## src/rtl/generic_pack.sv

```systemverilog
// Shared types and constants for the D5M frame transmitter: FSM states,
// pixel pattern selectors and the Bayer colour codes.
package generic_pack;

  typedef enum logic [2:0] {
    ST_IDLE     = 3'd0,
    ST_FV_LEAD  = 3'd1,
    ST_LINE     = 3'd2,
    ST_HBLANK   = 3'd3,
    ST_FV_TRAIL = 3'd4,
    ST_VBLANK   = 3'd5
  } frame_state_t;

  typedef enum logic [1:0] {
    PAT_GRADIENT = 2'd0,
    PAT_BAYER    = 2'd1,
    PAT_FRAME_ID = 2'd2,
    PAT_BLACK    = 2'd3
  } pattern_t;

  localparam logic [11:0] BAYER_R = 12'hF00;
  localparam logic [11:0] BAYER_G = 12'h0F0;
  localparam logic [11:0] BAYER_B = 12'h00F;

  // Frame-valid is asserted from the lead-in through the trailer.
  function automatic logic frame_active(input frame_state_t s);
    return (s == ST_FV_LEAD) || (s == ST_LINE) || (s == ST_HBLANK) || (s == ST_FV_TRAIL);
  endfunction

endpackage

```

## src/rtl/d5m_frame_tx_if.sv

```systemverilog
// D5M video bus: frame-valid, line-valid and pixel data, one pixel per pixclk.
// Free-running source, no backpressure path.
interface d5m_frame_tx_if #(
  parameter int DATA_WIDTH = 12
);
  logic                  ifval;
  logic                  ilval;
  logic [DATA_WIDTH-1:0] idata;

  modport master (output ifval, ilval, idata);
  modport slave  (input  ifval, ilval, idata);
endinterface

```

## src/rtl/d5m_frame_tx_pattern_gen.sv

```systemverilog
// Combinational test-pattern pixel for a given column/row/frame; the parent registers it.
// Zero latency, no backpressure.
module d5m_pattern_gen
  import generic_pack::*;
#(
  parameter int DATA_WIDTH = 12
) (
  input  logic [15:0]           col,
  input  logic [15:0]           row,
  input  logic [15:0]           frame,
  input  pattern_t              pattern,
  output logic [DATA_WIDTH-1:0] pixel
);

  always_comb begin
    pixel = '0;
    unique case (pattern)
      PAT_GRADIENT: pixel = DATA_WIDTH'(32'(col) + 32'(row));
      PAT_BAYER: begin
        // RGGB tiling: even rows alternate R/G, odd rows alternate G/B.
        if (!row[0]) pixel = col[0] ? DATA_WIDTH'(BAYER_G) : DATA_WIDTH'(BAYER_R);
        else         pixel = col[0] ? DATA_WIDTH'(BAYER_B) : DATA_WIDTH'(BAYER_G);
      end
      PAT_FRAME_ID: pixel = DATA_WIDTH'(frame);
      default:      pixel = '0;
    endcase
  end

endmodule

```

## src/rtl/d5m_frame_tx.sv

```systemverilog
// Generates D5M-style frames (ifval/ilval/idata) with programmable blanking and test patterns.
// All outputs registered one cycle behind the FSM; free-running source, no backpressure.
module d5m_frame_tx
  import generic_pack::*;
#(
  parameter int DATA_WIDTH = 12,
  parameter int IMG_WIDTH  = 640,
  parameter int IMG_HEIGHT = 480,
  parameter int H_BLANK    = 16,
  parameter int FV_LEAD    = 4,
  parameter int FV_TRAIL   = 4,
  parameter int V_BLANK    = 32
) (
  input  logic                  pixclk,
  input  logic                  reset,
  input  logic                  start,
  input  logic                  continuous,
  input  logic [1:0]            pattern_sel,
  d5m_frame_tx_if.master        vid,
  output logic                  busy,
  output logic                  frame_done,
  output logic [15:0]           frame_count
);

  localparam logic [15:0] COL_LAST   = 16'(IMG_WIDTH - 1);
  localparam logic [15:0] ROW_LAST   = 16'(IMG_HEIGHT - 1);
  localparam logic [15:0] HB_LAST    = 16'(H_BLANK - 1);
  localparam logic [15:0] LEAD_LAST  = 16'(FV_LEAD - 1);
  localparam logic [15:0] TRAIL_LAST = 16'(FV_TRAIL - 1);
  localparam logic [15:0] VB_LAST    = 16'(V_BLANK - 1);

  frame_state_t state, state_nxt;
  logic [15:0]  col, col_nxt;
  logic [15:0]  row, row_nxt;
  logic [15:0]  cnt, cnt_nxt;
  pattern_t     pat_q, pat_nxt;
  logic         cont_q, cont_nxt;

  logic         frame_begin;
  logic         lines_done;
  logic         trail_done;
  logic         frame_end;
  logic [DATA_WIDTH-1:0] pixel;

  d5m_pattern_gen #(
    .DATA_WIDTH (DATA_WIDTH)
  ) u_pattern_gen (
    .col     (col),
    .row     (row),
    .frame   (frame_count),
    .pattern (pat_q),
    .pixel   (pixel)
  );

  always_ff @(posedge pixclk) begin
    if (reset) begin
      state  <= ST_IDLE;
      col    <= '0;
      row    <= '0;
      cnt    <= '0;
      pat_q  <= PAT_GRADIENT;
      cont_q <= 1'b0;
    end else begin
      state  <= state_nxt;
      col    <= col_nxt;
      row    <= row_nxt;
      cnt    <= cnt_nxt;
      pat_q  <= pat_nxt;
      cont_q <= cont_nxt;
    end
  end

  // Zero-length blanking phases fall through to the following phase in the
  // same cycle, so the events below are chained rather than exclusive.
  always_comb begin
    state_nxt   = state;
    col_nxt     = col;
    row_nxt     = row;
    cnt_nxt     = cnt;
    pat_nxt     = pat_q;
    cont_nxt    = cont_q;
    frame_begin = 1'b0;
    lines_done  = 1'b0;
    trail_done  = 1'b0;
    frame_end   = 1'b0;

    unique case (state)
      ST_IDLE: begin
        if (start) frame_begin = 1'b1;
      end
      ST_FV_LEAD: begin
        if (cnt == LEAD_LAST) begin
          state_nxt = ST_LINE;
          cnt_nxt   = '0;
        end else begin
          cnt_nxt = cnt + 16'd1;
        end
      end
      ST_LINE: begin
        if (col == COL_LAST) begin
          col_nxt = '0;
          if (row == ROW_LAST) begin
            lines_done = 1'b1;
          end else begin
            row_nxt = row + 16'd1;
            cnt_nxt = '0;
            if (H_BLANK > 0) state_nxt = ST_HBLANK;
          end
        end else begin
          col_nxt = col + 16'd1;
        end
      end
      ST_HBLANK: begin
        if (cnt == HB_LAST) begin
          state_nxt = ST_LINE;
          cnt_nxt   = '0;
        end else begin
          cnt_nxt = cnt + 16'd1;
        end
      end
      ST_FV_TRAIL: begin
        if (cnt == TRAIL_LAST) trail_done = 1'b1;
        else                   cnt_nxt = cnt + 16'd1;
      end
      ST_VBLANK: begin
        if (cnt == VB_LAST) frame_end = 1'b1;
        else                cnt_nxt = cnt + 16'd1;
      end
      default: state_nxt = ST_IDLE;
    endcase

    if (lines_done) begin
      if (FV_TRAIL > 0) begin
        state_nxt = ST_FV_TRAIL;
        cnt_nxt   = '0;
      end else begin
        trail_done = 1'b1;
      end
    end

    if (trail_done) begin
      if (V_BLANK > 0) begin
        state_nxt = ST_VBLANK;
        cnt_nxt   = '0;
      end else begin
        frame_end = 1'b1;
      end
    end

    if (frame_end) begin
      state_nxt = ST_IDLE;
      if (cont_q) frame_begin = 1'b1;
    end

    // Pattern and loop mode are frozen for the whole frame once it begins.
    if (frame_begin) begin
      state_nxt = (FV_LEAD > 0) ? ST_FV_LEAD : ST_LINE;
      col_nxt   = '0;
      row_nxt   = '0;
      cnt_nxt   = '0;
      pat_nxt   = pattern_t'(pattern_sel);
      cont_nxt  = continuous;
    end
  end

  always_ff @(posedge pixclk) begin
    if (reset) begin
      vid.ifval   <= 1'b0;
      vid.ilval   <= 1'b0;
      vid.idata   <= '0;
      busy        <= 1'b0;
      frame_done  <= 1'b0;
      frame_count <= '0;
    end else begin
      vid.ifval   <= frame_active(state);
      vid.ilval   <= (state == ST_LINE);
      vid.idata   <= (state == ST_LINE) ? pixel : '0;
      busy        <= (state != ST_IDLE);
      frame_done  <= frame_end;
      if (frame_end) frame_count <= frame_count + 16'd1;
    end
  end

endmodule

```

## src/flat_wrapper.sv

```systemverilog
// flat-port wrapper written by rule: the top's interface ports become plain ports
module d5m_frame_tx_flat import generic_pack::*;
#(
  parameter int DATA_WIDTH = 12,
  parameter int IMG_WIDTH  = 640,
  parameter int IMG_HEIGHT = 480,
  parameter int H_BLANK    = 16,
  parameter int FV_LEAD    = 4,
  parameter int FV_TRAIL   = 4,
  parameter int V_BLANK    = 32
)
  (pixclk, reset, start, continuous, pattern_sel, busy, frame_done, frame_count, vid_ifval, vid_ilval, vid_idata);
  d5m_frame_tx_if #(.DATA_WIDTH(DATA_WIDTH)) vid_i ();
  input  logic pixclk;
  input  logic reset;
  input  logic start;
  input  logic continuous;
  input  logic [1:0] pattern_sel;
  output logic busy;
  output logic frame_done;
  output logic [15:0] frame_count;
  output wire logic [$bits(vid_i.ifval)-1:0] vid_ifval;
  output wire logic [$bits(vid_i.ilval)-1:0] vid_ilval;
  output wire logic [$bits(vid_i.idata)-1:0] vid_idata;
  assign vid_ifval = vid_i.ifval;
  assign vid_ilval = vid_i.ilval;
  assign vid_idata = vid_i.idata;
  d5m_frame_tx #(.DATA_WIDTH(DATA_WIDTH), .IMG_WIDTH(IMG_WIDTH), .IMG_HEIGHT(IMG_HEIGHT), .H_BLANK(H_BLANK), .FV_LEAD(FV_LEAD), .FV_TRAIL(FV_TRAIL), .V_BLANK(V_BLANK)) u_core (.pixclk(pixclk), .reset(reset), .start(start), .continuous(continuous), .pattern_sel(pattern_sel), .vid(vid_i), .busy(busy), .frame_done(frame_done), .frame_count(frame_count));
endmodule
```

## config.mk

```make
export PLATFORM = sky130hd
export DESIGN_NAME = d5m_frame_tx_flat
export DESIGN_NICKNAME = d
export VERILOG_FILES = /design/src/rtl/generic_pack.sv /design/src/rtl/d5m_frame_tx_if.sv /design/src/rtl/d5m_frame_tx_pattern_gen.sv /design/src/rtl/d5m_frame_tx.sv /design/src/flat_wrapper.sv
export SDC_FILE = /design/constraint.sdc
export NUM_CORES = 1
export LEC_CHECK = 0
export BUFFER_PORTS_ARGS = -buffer_cell sky130_fd_sc_hd__buf_2
export CORE_AREA = 10 10 115 117
export CTS_CLUSTER_SIZE = 20
export DETAILED_ROUTE_END_ITERATION = 8
export DIE_AREA = 0 0 125 127
export GPL_ROUTABILITY_DRIVEN = 0
export PLACE_DENSITY = 0.57
export SLEW_MARGIN = 40
export SYNTH_ARGS = -nofsm -noshare
export SYNTH_HDL_FRONTEND = slang
export SYNTH_SLANG_ARGS = --single-unit
```

## constraint.sdc

```tcl
create_clock -name pixclk -period 2.5 [get_ports pixclk]
set_input_delay 0.25 -clock pixclk [delete_from_list [all_inputs] [get_ports pixclk]]
set_output_delay 0.25 -clock pixclk [all_outputs]
set_load 0.05 [all_outputs]
```

==> results by group, run 1 <==
Clock network
  – Post-CTS sizing: 0
  – Max clock buf depth: 2
  – Buffer count from post-CTS setup fixing: 0
  – Number of H-tree levels: 3
  – CTS Root Cell: clkbuf_16
  – Clk Latency, worst-skew pair: 350 ps
  – Total clock sinks: 86
  – Total CTS buffers: 9
  – Hold Buf Count CTS: 0
  – CTS clk-pin slew, worst paths: 60 ps
  – TritonCTS clock tree: yes

Detailed routing
  – Vias: 4,231
  – Routed len/inst: 15.47 um
  – Final WL: 11.93 mm
  – DRC: 0
  – Number of DRC markers in iteration 0: 359
  – DR pass1 iterations: 4
  – Post-DRT Antenna Nets: 0
  – Vias per inst: 5.488

Timing
  – Tcrit/Tclk final: 91.73%
  – Minimum clock period: 2293 ps
  – Final hold vios: 0
  – Setup violations, final: 0
  – PnR worst setup slack: 206.7 ps
  – Clock Skews: 9.603 ps
  – Final setup TNS: 0 ps
  – RSZ-0062 raised after global routing: no
  – Max_slew headroom: 64.25%
  – Max Clock Freq: 436.0 MHz
  – Slew @ Worst Pin: 534.3 ps
  – Final slew viol count: 0

Worst setup path
  – Crit Path Max Fanout: 5
  – CP Launch Point: u_core.col[0]$_SDFFE_PP0P_
  – R2r startpoint: u_core.col[0]$_SDFFE_PP0P_
  – Reg2reg setup slack: 210 ps
  – Critical path type: register to register
  – CP Data Arrival Time: 2540 ps
  – Crit end category: register
  – Critical Path RT: 2750 ps
  – Startpoint Class: register
  – Path depth of the worst reg2reg path: 9
  – Worst r2r dst: u_core.vid.idata[6]$_SDFF_PP0_
  – Critical path endpoint: u_core.vid.idata[6]$_SDFF_PP0_

Placement
  – Dpl ws: 42.98 ps
  – PortBufs: 37
  – Final HPWL DP: 8.906 mm
  – Placed insts: 755

Synthesis
  – Post-Syn Area: 0.004750 sq mm
  – FF+latch count, synth: 86
  – Avg Cell Area, Syn: 8.303 sq um
  – Fraction of registers with async set/reset: 0%
  – Distinct cells, synth: 61
  – Synth Net Count: 596
  – Sequential cell area fraction in the yosys report: 36.25%
  – Post-synth EDFFs: 0
  – Yosys warning count: 0
  – Top FF cell, synth: dfxtp_1
  – Syn Inst Count: 572

Global routing
  – Vias in the first global route: 4,221
  – First-pass GRT wire length: 20.33 mm
  – Largest net degree at the start of global routing: 26
  – Antenna violations before repair: 0
  – Overall routing resource usage: 15.04%
  – Grt ovf: 0

Floorplanning
  – Initial core utilization: 42.69%
  – Core Footprint: 0.01113 sq mm
  – Total die area: 0.01588 sq mm
  – FP Rows: 39
  – Die Span Y: 127 um
  – Chip Width: 125 um
  – I/O pin count: 38

Pwr
  – Static Leak: 2.191 nW
  – Sw power: 0.7509 mW
  – Clock power frac: 43.0%
  – Sequential Power Share: 48.6%
  – Pwr dens: 531.8 mW/mm^2
  – Total power: 2.919 mW
  – Cell internal pwr: 2.168 mW
  – Switch share: 25.73%
  – Maximum vdd drop: 323.8 uV
  – Part of the power in combinational logic: 8.5%

Cells and area
  – Area Overhead vs Synth: 15.57%
  – Post-layout net count: 647
  – Util after Layout: 49.34%
  – N_diodes: 0
  – Fin cells: 771
  – Fraction of layout cells with a size suffix above 1: 17.04%
  – Commonest non-fill, non-tap cell in the layout: dfxtp_1
  – Commonest cells after routing, fill and taps aside: dfxtp_1 (86), nor2_1 (70), nand2_1 (50)

Hold path
  – Hold crit path type: primary input to register

Outcome
  – Status: finished clean

Job
  – Max-capacitance violation count: 0
## per-layer routing
metal	wire [um]	share of wire (%)	global-route usage [%]
met5	0	0	0
met1	5794	49	19.46
met2	5420	45	23.91
met4	178	1.5	6.504
met3	535	4.5	3.019
## synth_stat cells, types with 16 or more instances
cell	number	area share (%)
dfxtp_1	86	36
nor3_1	16	1.7
xnor2_1	17	3.1
clkbuf_1	16	1.3
o21ai_0	16	1.7
nand2_1	51	4.0
xor2_1	29	5.3
ha_1	17	4.5
nand4_1	20	2.6
a21oi_1	34	3.6
nand3_1	31	3.3
nor2_1	71	5.6
## cell families after synthesis
| logic type | count (synthesis) | synth area share, % |
|---|---|---|
| adder cells (fa/ha/maj) | 19 | 5.111 |
| buffers and inverters | 36 | 3.477 |
| multiplexers | 4 | 0.8430 |
| AO/OA/AOI/OAI | 106 | 14.46 |
| XOR/XNOR | 46 | 8.482 |
| AND/OR/NAND/NOR | 275 | 31.38 |
| flip-flops | 86 | 36.25 |
## area by class of cell
cell class                      instances  area (sq um)
Sequential cell                        86          1722
Timing Repair Buffer                   63         380.4
Inverter                               13         48.80
Tap cell                              143         178.9
Multi-Input combinational cell        450          2882
Fill cell                            1094          5637
Clock inverter                          5         35.03
Clock buffer                           11         242.7
## metrics by stage
stage / hold slack, ps / instance area [sq um]
2_1_floorplan: 393.9 / 4750
3_3_place_gp: 457.1 / 5192
3_5_place_dp: 463.1 / 5192
4_1_cts: 158.9 / 5470
5_1_grt: 203.7 / 5489
6_report: 165.8 / 5489
## worst min-delay path by stage
stage          slack (ps)                        from  cells after the start                      endpoint
6_report              170              pattern_sel[0]                      3  u_core.pat_q[0]$_SDFFE_PP0P_
5_1_grt               200              pattern_sel[0]                      3  u_core.pat_q[0]$_SDFFE_PP0P_
4_1_cts               160              pattern_sel[0]                      3  u_core.pat_q[0]$_SDFFE_PP0P_
3_5_place_dp          460  u_core.cnt[1]$_SDFFE_PP0P_                      2    u_core.cnt[1]$_SDFFE_PP0P_
3_3_place_gp          460  u_core.cnt[1]$_SDFFE_PP0P_                      2    u_core.cnt[1]$_SDFFE_PP0P_
2_1_floorplan         390              pattern_sel[0]                      2  u_core.pat_q[0]$_SDFFE_PP0P_
## state kept, by name, indices dropped and copies added, names as in the netlist, 2 cells and up
register            cells
u_core.cnt             16
u_core.col             16
u_core.frame_count     16
u_core.pat_q            2
u_core.row             16
u_core.state            3
u_core.vid.idata       12
## power by group through the flow
stage | clock network (mW) | registers [mW] | logic [mW]
floorplan | 0 | 1.45 | 0.190
global placement | 0 | 1.45 | 0.240
detailed placement | 0 | 1.45 | 0.246
CTS | 1.29 | 1.42 | 0.246
global route | 1.34 | 1.42 | 0.275
finish | 1.25 | 1.42 | 0.247
## critical path: stages (launching register included)
cell and delay, ps:
dfxtp_1 310, buf_4 150, ha_1 210, fa_1 420, a21o_1 190, a21oi_2 190
o21bai_1 100, nor4b_1 270, a31oi_1 70, a311oi_1 270
Power figures use the tool's default switching activity.
==> run 2: changes to the inputs <==
--- a/config.mk
+++ b/config.mk
@@ -5,13 +5,13 @@
 export SDC_FILE = /design/constraint.sdc
 export NUM_CORES = 1
 export LEC_CHECK = 0
-export BUFFER_PORTS_ARGS = -buffer_cell sky130_fd_sc_hd__buf_2
+export BUFFER_PORTS_ARGS = -buffer_cell sky130_fd_sc_hd__buf_4
 export CORE_AREA = 10 10 115 117
-export CTS_CLUSTER_SIZE = 20
+export CTS_CLUSTER_SIZE = 14
 export DETAILED_ROUTE_END_ITERATION = 8
 export DIE_AREA = 0 0 125 127
 export GPL_ROUTABILITY_DRIVEN = 0
-export PLACE_DENSITY = 0.57
+export PLACE_DENSITY_LB_ADDON = 0.05
 export SLEW_MARGIN = 40
 export SYNTH_ARGS = -nofsm -noshare
 export SYNTH_HDL_FRONTEND = slang
==> run 2 against run 1 <==
Combinational power is 5% higher; clock skew decreased by 4.3 ps; register-to-register slack worse by 40 ps; power rose by 0.89%; critical path type unchanged; critical endpoint unchanged; largest cell class unchanged; largest power group unchanged.
==> results by group, run 2 (synthesis gave the netlist of run 1 again) <==
Floorplanning
  – FP Rows: 39 (unchanged)
  – Initial core utilization: 42.69% (unchanged)
  – Chip Width: 125 um (unchanged)
  – I/O pin count: 38 (unchanged)
  – Die Span Y: 127 um (unchanged)
  – Total die area: 0.01588 sq mm (unchanged)
  – Core Footprint: 0.01113 sq mm (unchanged)

Worst setup path
  – Crit end category: register
  – Worst path bufs/invs: 0 (-1)
  – Crit path max-delay family: compound AO/OA/AOI/OAI gates
  – Critical Path RT: 2760 ps (about the same)
  – Startpoint Class: register
  – Slowest library cell on the worst path: fa_1
  – Critical Path Max Stage Delay: 420 ps (about the same)
  – CP Data Arrival Time: 2590 ps (+50 ps)
  – Crit Path Max Fanout: 7 (+2)
  – Critical path type: register to register
  – Sequence of cells on the critical path: ha_1 -> fa_1 -> a21o_1 -> a21oi_2 -> o21bai_1 -> nor4b_2 -> a31oi_1 -> a311oi_1

Timing
  – Clock Skews: 5.288 ps (-4.315 ps)
  – Final slew viol count: 0 (unchanged)
  – RSZ-0062 raised after global routing: no
  – Final setup TNS: 0 ps (unchanged)
  – Setup violations, final: 0 (unchanged)
  – Tcrit/Tclk final: 93.24% (+1.5 points)
  – PnR worst setup slack: 169.0 ps (-37.73 ps)
  – Minimum clock period: 2331 ps (+37.73 ps)
  – Max Clock Freq: 429.0 MHz (-1.6%)
  – Max_slew headroom: 64.92% (+0.67 points)
  – Final hold vios: 0 (unchanged)
  – Slew @ Worst Pin: 525.6 ps (-8.659 ps)

Outcome
  – Status: finished clean

Cells and area
  – N_diodes: 0 (unchanged)
  – Fraction of layout cells with a size suffix above 1: 17.46% (+0.42 points)
  – Commonest cells after routing, fill and taps aside: dfxtp_1 (86), nor2_1 (70), buf_4 (65)
  – Area Overhead vs Synth: 18.02%
  – Post-layout net count: 649 (+0.31%)
  – Util after Layout: 50.38% (+1.0 points)
  – Fin cells: 773 (+0.26%)
  – Commonest non-fill, non-tap cell in the layout: dfxtp_1
  – Filler cell count: 1,086 (-0.73%)

Clock network
  – Max clock buf depth: 2 (unchanged)
  – Number of H-tree levels: 3 (unchanged)
  – CTS clk-pin slew, worst paths: 60 ps (about the same)
  – Clk Latency, worst-skew pair: 350 ps (about the same)
  – CTS Root Cell: clkbuf_16
  – Hold Buf Count CTS: 0 (unchanged)
  – Total CTS buffers: 9 (unchanged)
  – Total clock sinks: 86 (unchanged)
  – TritonCTS clock tree: yes

Job
  – Max-capacitance violation count: 0 (unchanged)

Pwr
  – Cell internal pwr: 2.150 mW (-0.83%)
  – Pwr dens: 525.4 mW/mm^2 (-1.2%)
  – Static Leak: 2.200 nW (+0.38%)
  – Switch share: 26.99% (+1.3 points)
  – Sw power: 0.7949 mW (+5.9%)
  – Clock power frac: 43.0% (about the same)
  – Maximum vdd drop: 324.6 uV (+0.27%)
  – Sequential Power Share: 48.2% (-0.4 points)
  – Part of the power in combinational logic: 8.8% (+0.3 points)

Global routing
  – Vias in the first global route: 4,010 (-5.0%)
  – Overall routing resource usage: 15.59% (+0.54 points)
  – First-pass GRT wire length: 20.46 mm (+0.64%)
  – Antenna violations before repair: 0 (unchanged)
  – Grt ovf: 0 (unchanged)
  – Most used routing layer: met2
  – GR met1 Demand/Resource: 20.45% (+0.99 points)
  – Largest net degree at the start of global routing: 26 (unchanged)
  – Met2 GRT Util: 24.10% (+0.19 points)
  – M3 GR Usage: 3.102% (+0.083 points)

Detailed routing
  – Vias: 4,302 (+1.7%)
  – DR pass1 iterations: 5 (+1)
  – Number of DRC markers in iteration 0: 417 (+16%)
  – DRC: 0 (unchanged)
  – Final WL: 12.39 mm (+3.9%)
  – Post-DRT Antenna Nets: 0 (unchanged)
  – Vias per inst: 5.565 (+1.4%)
  – Routed len/inst: 16.03 um (+3.6%)

Hold path
  – Hold crit path type: primary input to register

Placement
  – Dpl ws: 103.0 ps (+60.01 ps)
  – PortBufs: 37 (unchanged)
  – Final HPWL DP: 9.210 mm (+3.4%)
  – Placed insts: 757 (+0.26%)
==> run 2: cell count changes in the layout (fill, tap and decap cells not counted), sizes merged <==
cell	change
clkinv	-1
inv	+1
clkbuf	-2
clkinvlp	+2
buf	+2
==> run 2: cell type report <==
cell class              count  area [sq um]  share of cell area [%]
inverters                  13         48.80                  0.8705
repair buffers             65         488.0                   8.705
multi-input cells         450          2893                   51.61
well taps                 143         178.9                   3.192
clock buffers               9         225.2                   4.018
flip-flops and latches     86          1722                   30.71
clock inverters             7         50.05                  0.8929
==> run 2: repair_timing <==
item                                    4_1_cts  5_1_grt
endpoints found under the setup margin        0       16
buffers inserted                              0        0
resized for setup                             0        5
==> run 2: worst register-to-register path: stages, from the launching register on <==
cell and delay [ps]:
dfxtp_1 390, ha_1 280, fa_1 420, a21o_1 190, a21oi_2 210, o21bai_1 130
nor4b_2 250, a31oi_1 90, a311oi_1 280
==> run 2: layer usage <==
| metal | part of all wire, % | vias to the layer above |
|---|---|---|
| met5 | 0 | - |
| met4 | 2.3 | 0 |
| met3 | 4.9 | 20 |
| met2 | 45 | 87 |
| met1 | 47 | 2022 |
| li1 | - | 2173 |
==> run 2: per-stage QoR <==
step / hold WS, ps / instance area, sq um / total power [mW]
after floorplan: 393.9 / 4750 / 1.638
after global placement: 459.8 / 5300 / 1.699
after detailed placement: 471.4 / 5306 / 1.703
after CTS: 132.4 / 5582 / 2.974
after global routing: 150.9 / 5605 / 3.066
final: 144.5 / 5605 / 2.945
==> run 2: power by group through the flow <==
stage | sequential, mW | clock (mW) | combinational (mW)
finish | 1.42 | 1.27 | 0.259
global route | 1.42 | 1.36 | 0.286
CTS | 1.42 | 1.30 | 0.255
detailed placement | 1.45 | 0 | 0.255
global placement | 1.45 | 0 | 0.250
floorplan | 1.45 | 0 | 0.190
==> run 2: worst paths after layout <==
check                              from                             end  slack, ps  cells after the start
min reg2reg  u_core.cnt[1]$_SDFFE_PP0P_      u_core.cnt[1]$_SDFFE_PP0P_        470                      2
max          u_core.row[0]$_SDFFE_PP0P_  u_core.vid.idata[6]$_SDFF_PP0_        170                      8
min                      pattern_sel[1]    u_core.pat_q[1]$_SDFFE_PP0P_        140                      3
max reg2reg  u_core.row[0]$_SDFFE_PP0P_  u_core.vid.idata[6]$_SDFF_PP0_        170                      8
